File: config.mk
export PLATFORM = sky130hd
export DESIGN_NAME = fetch_buffer
export DESIGN_NICKNAME = d
export VERILOG_FILES = /design/src/rtl/fetch_buffer.sv
export SDC_FILE = /design/constraint.sdc
export NUM_CORES = 1
export LEC_CHECK = 0
export CAP_MARGIN = 20
export CORE_MARGIN = 5
export CORE_UTILIZATION = 50
export CTS_CLUSTER_DIAMETER = 100
export DETAILED_ROUTE_END_ITERATION = 10
export HOLD_SLACK_MARGIN = 0.05
export MAX_ROUTING_LAYER = met4
export PLACE_DENSITY = 0.9
export SYNTH_ARGS = -nofsm -noshare
export SYNTH_HDL_FRONTEND = slang
export SYNTH_SLANG_ARGS = --single-unit
File: constraint.sdc
create_clock -name i_clk -period 3.7 [get_ports i_clk]
set_input_delay 0.555 -clock i_clk [delete_from_list [all_inputs] [get_ports i_clk]]
set_output_delay 0.555 -clock i_clk [all_outputs]
set_load 0.02 [all_outputs]
File: src/rtl/fetch_buffer.sv
// fetch_buffer -- instruction queue between the IF and ID stages.
//
// Holds up to DEPTH {instruction, fetch PC} words in arrival order and hands
// them to ID over a valid/ready handshake. A control-flow redirect (i_flush)
// discards every queued word and the word IF presents in the same cycle.
//
// Optional feature macro: FETCH_BUFFER_BYPASS_EN
//   defined   -> an empty queue forwards the IF word combinationally to ID
//                (zero-cycle latency); the word is stored only if ID stalls.
//   undefined -> (default) ID always sees registered storage, so an empty
//                queue adds one cycle of latency.
//
// Parameters:
//   DEPTH     queue entries, power of two, 2..8
//   NOP_INST  instruction driven on o_id_inst while o_id_valid is low
//
// Ports:
//   i_clk           clock, all state on the rising edge
//   i_rst_n         asynchronous active-low reset
//   i_if_valid      IF presents a word
//   i_if_inst       instruction word from IF
//   i_if_pc         fetch PC of i_if_inst
//   o_if_stall      queue full; IF holds its word
//   i_flush         PC redirect; drop all queued and incoming words
//   o_id_valid      head word valid for decode
//   o_id_inst       head instruction
//   o_id_pc         head PC
//   o_id_pc_plus_4  o_id_pc + 4 (wraps modulo 2^32)
//   i_id_ready      ID consumes the head this cycle
//   o_count         current occupancy
module fetch_buffer #(
  parameter int          DEPTH    = 2,
  parameter logic [31:0] NOP_INST = 32'h00000013
) (
  input  logic                       i_clk,
  input  logic                       i_rst_n,
  input  logic                       i_if_valid,
  input  logic [31:0]                i_if_inst,
  input  logic [31:0]                i_if_pc,
  output logic                       o_if_stall,
  input  logic                       i_flush,
  output logic                       o_id_valid,
  output logic [31:0]                o_id_inst,
  output logic [31:0]                o_id_pc,
  output logic [31:0]                o_id_pc_plus_4,
  input  logic                       i_id_ready,
  output logic [$clog2(DEPTH+1)-1:0] o_count
);

  localparam int PTR_W = $clog2(DEPTH);
  localparam int CNT_W = $clog2(DEPTH+1);

  logic [DEPTH-1:0][31:0] inst_mem_reg;
  logic [DEPTH-1:0][31:0] pc_mem_reg;
  logic [DEPTH-1:0]       wr_en;

  logic [PTR_W-1:0] wr_ptr_reg, wr_ptr_next;
  logic [PTR_W-1:0] rd_ptr_reg, rd_ptr_next;
  logic [CNT_W-1:0] count_reg, count_next;

  logic full;
  logic head_valid;
  logic push_write;   // IF word is written into storage
  logic pop_mem;      // head of storage is consumed

  // Stall depends on registered occupancy only, never on i_id_ready.
  assign full       = (count_reg == CNT_W'(DEPTH));
  assign head_valid = (count_reg != '0);
  assign o_if_stall = full;
  assign o_count    = count_reg;
  assign pop_mem    = head_valid && !i_flush && i_id_ready;

`ifdef FETCH_BUFFER_BYPASS_EN
  logic bypass_active;

  // Gated with reset so nothing is presented while reset is held.
  assign bypass_active = i_rst_n && !head_valid && i_if_valid && !i_flush;
  // A bypassed word that ID takes immediately never touches storage.
  assign push_write    = i_if_valid && !full && !i_flush && !(bypass_active && i_id_ready);
  assign o_id_valid    = bypass_active || (head_valid && !i_flush);

  always_comb begin
    o_id_inst = NOP_INST;
    o_id_pc   = '0;
    if (bypass_active) begin
      o_id_inst = i_if_inst;
      o_id_pc   = i_if_pc;
    end else if (o_id_valid) begin
      o_id_inst = inst_mem_reg[rd_ptr_reg];
      o_id_pc   = pc_mem_reg[rd_ptr_reg];
    end
  end
`else
  assign push_write = i_if_valid && !full && !i_flush;
  assign o_id_valid = head_valid && !i_flush;

  always_comb begin
    o_id_inst = NOP_INST;
    o_id_pc   = '0;
    if (o_id_valid) begin
      o_id_inst = inst_mem_reg[rd_ptr_reg];
      o_id_pc   = pc_mem_reg[rd_ptr_reg];
    end
  end
`endif

  assign o_id_pc_plus_4 = o_id_pc + 32'd4;

  // One-hot write enable per storage entry.
  genvar gi;
  generate
    for (gi = 0; gi < DEPTH; gi++) begin : g_wr_en
      assign wr_en[gi] = push_write && (wr_ptr_reg == PTR_W'(gi));
    end
  endgenerate

  // Pointer/count next state. Flush wins over push and pop; stored words are
  // left in place and simply become unreachable.
  always_comb begin
    wr_ptr_next = wr_ptr_reg;
    rd_ptr_next = rd_ptr_reg;
    count_next  = count_reg;
    if (i_flush) begin
      rd_ptr_next = wr_ptr_reg;
      count_next  = '0;
    end else begin
      if (push_write) wr_ptr_next = wr_ptr_reg + PTR_W'(1);
      if (pop_mem)    rd_ptr_next = rd_ptr_reg + PTR_W'(1);
      case ({push_write, pop_mem})
        2'b10:   count_next = count_reg + CNT_W'(1);
        2'b01:   count_next = count_reg - CNT_W'(1);
        default: count_next = count_reg;
      endcase
    end
  end

  always_ff @(posedge i_clk or negedge i_rst_n) begin
    if (!i_rst_n) begin
      wr_ptr_reg <= '0;
      rd_ptr_reg <= '0;
      count_reg  <= '0;
    end else begin
      wr_ptr_reg <= wr_ptr_next;
      rd_ptr_reg <= rd_ptr_next;
      count_reg  <= count_next;
    end
  end

  always_ff @(posedge i_clk or negedge i_rst_n) begin
    if (!i_rst_n) begin
      for (int i = 0; i < DEPTH; i++) begin
        inst_mem_reg[i] <= NOP_INST;
        pc_mem_reg[i]   <= '0;
      end
    end else begin
      for (int i = 0; i < DEPTH; i++) begin
        if (wr_en[i]) begin
          inst_mem_reg[i] <= i_if_inst;
          pc_mem_reg[i]   <= i_if_pc;
        end
      end
    end
  end

endmodule

==> summary.md <==
| Metric | Value |
|---|---|
| Status | completed |
| Std cell rows | 43 |
| NumNets Final | 814 |
| Max Root-Sink Buffers | 2 |
| Antenna Cells | 0 |
| Placer Congestion | 0.928 |
| Post-route cell area | approximately 9600 um2 |
| Worst EP arrival | 3.07 ns |
| Post-route setup TNS | 0 ns |
| Slew Viols, Final | 0 |
| Asr flop ratio synth | 1.00 |
| Core ar. | 13,800 um2 |
| Fmax | 276 MHz |
| R2R setup slack | roughly 1.4 ns |
| P_leak | 4.15 nW |
| Clk_lat worst skew | 0.42 ns |
| I/O pin cnt | roughly 170 |
| Placed Area | 8970 um2 |
| Port Buffer Count | 168 |
| Period Utilization, post-route | 0.980 |
| Critical path peak fanout | 9 |
| Clock Sink Count | 132 |
| Warnings, synthesis | 0 |
| Startpoint types | flip-flop |
| DRT antenna net count | 0 |
| Total track usage | 0.230 |
| Register area share after synthesis | 0.475 |
| Initial antenna violation count | 0 |
| Num CTS Buffers | 17 |
| Root buf cell | clkbuf_16 |
| DR pass1 iterations | 7 |
| Post-synth EDFFs | 0 |
| Vias in the first global route | 5,647 |
| Chip Width | 128 um |
| Final WL | 18.1 mm |
| Worst Path Required | 3.14 ns |
| Area grow syn2layout | 38.2% |
| Per-cell routed wire length | 19.3 um |
| CTS tree | yes |
| Hold path depth | 1 |
| Fin. Hold Viols | 0 |
| Worst-margin pin slew | around 0.65 ns |
| CP endpoint kind | output pin |
| Clk slew on worst S/H paths | ~0.060 ns |
| Relative slew slack | 0.557 |
| Worst min-delay path category | flip-flop to flip-flop |
| # setup viols final | 0 |
| Initial Util | 0.506 |
| Synthesized area | 6960 um2 |
| Die Y | 128 um |
| Vias | 5,235 |
| Avg Cell Area, Syn | between 10 and 15 um2 |
| First-pass GRT wire length | 28.8 mm |
| Synth cell types | 55 |
| Syn Nets | 626 |
| R2R depth | 6 |
| WHS | 0.502 ns |
| Clk_skew | 0.0114 ns |
| Ys flop type | dfrtp_1 |
| Drt initial violations | roughly 280 |
| Yosys reg bits | ~130 |
| VDD IR max | 0.000531 V |
| Unrepaired setup endpoints after global routing | yes |
| DR vias/cell | between 5 and 6 |
| Drc violations | 0 |
| Layout cells sized above 1 | 0.321 |
| # H-tree levels | 4 |
| Kind of critical path | flip-flop to output pin |
| Largest net degree at the start of global routing | 85 |
| Overflow after GRT | 0 |
| Detailed Place HPWL | around 13 mm |
| Min Clock Period, post-route | 3.63 ns |
| PD cells | 729 nW/um2 |
| Max-Cap Viols | 0 |
| Synth Instances | 556 |
| Tot Pwr | 7.02 mW |
| Die ar. | 16,400 um2 |
[worst max-delay path: stages, from the launching register on]
cell and delay (ns):
dfrtp_4 0.56, mux2i_2 0.31, nand2b_1 0.18, inv_1 0.07
ha_1 0.21, and4b_2 0.30, buf_4 0.16, nand4_1 0.09
xnor2_1 0.14, clkdlybuf4s50_1 0.64
[stage by stage]
step / utilization / std cells / setup slack [ns]
floorplan: - / 556 / 0.0261
global placement: 0.651 / 901 / -0.166
global route: 0.699 / 937 / -0.0737
CTS: 0.694 / 933 / 0.00477
detailed placement: 0.651 / 901 / -0.256
finish: 0.699 / 937 / 0.0744
[metal layers]
metal  global-route usage  wire length (um)  vias up
met5                    -                 0        -
met4               0.0643               295        0
met3               0.0771              1640       23
met2                0.378              9080      226
met1                0.270              7090     2613
li1                     -                 -     2373
[synthesized netlist by cell type (all sizes together) (5+ instances only)]
library cell  instances  area share
mux2                133        0.22
dfrtp               126        0.45
nor2                 63       0.034
mux2i                61       0.088
buf                  28       0.028
xor2                 21       0.026
nand2                18      0.0097
nor3                 14       0.015
nand3                10      0.0086
nand3b                7      0.0093
nand4                 7       0.011
dfstp                 6       0.023
inv                   6      0.0032
nor4                  6       0.011
a211oi                5      0.0086
xnor2                 5      0.0063
[kinds of logic after synthesis]
kind of cell | after synthesis | synth area share
mux | 194 | 0.303
simple gates | 144 | 0.125
flops | 132 | 0.475
buf+inv | 38 | 0.0332
xor+xnor | 26 | 0.0327
compound gates | 21 | 0.0289
fa+ha+maj | 1 | 0.00180
[layout by cell type, fill, tap and decap left out, types with 3 or more instances in the layout]
master and count:
nand3_1 8, buf_4 27, dfrtp_1 125, xor2_1 21, xnor2_1 5, nand2b_1 4
mux2_2 133, mux2i_1 59, clkdlybuf4s50_1 150, nand4_1 5, clkinvlp_4 3, dlygate4sd2_1 11
nand3b_1 6, nor2_1 61, nor4_2 4, nor3_2 6, dlymetal6s2s_1 4, buf_12 4
inv_1 6, nand2_1 16, clkbuf_16 17, nor3_1 7, and2_1 3, clkbuf_8 4
dfstp_2 6, nor4b_2 3
[what timing repair did]
item | in CTS | in global routing
hold buffers | 0 | 1
gates resized for setup | 18 | 11
endpoints found under the setup margin | 15 | 12
setup buffers | 0 | 2
endpoints found under the hold margin | 0 | 14
pin swaps | 0 | 0
[worst paths after layout]
check / start / endpoint
worst max-delay path: rd_ptr_reg / o_id_pc_plus_4[16]
max in group asynchronous: i_rst_n / inst_mem_reg[33]
min in group asynchronous: i_rst_n / pc_mem_reg[53]
worst max register to register: o_count[0] / inst_mem_reg[50]
worst min-delay path: pc_mem_reg[5] / pc_mem_reg[5]
worst min register to register: pc_mem_reg[5] / pc_mem_reg[5]
[cell type report]
type / instances / area, um2
clock buffers: 22 / 484
clock inverters: 10 / 97.6
fillers: 942 / 4150
inverters: 6 / 22.5
multi-input cells: 386 / 3480
flip-flops and latches: 132 / 3310
well taps: 180 / 225
repair buffers: 201 / 2010
[where the power goes]
group	switching, mW	internal (mW)	total (mW)	leakage (nW)
logic	1.28	1.42	2.70	2.32
clock network	0.620	0.999	1.62	0.279
registers	0.498	2.20	2.70	1.56
Note: power is estimated with default switching activity, not from simulation.
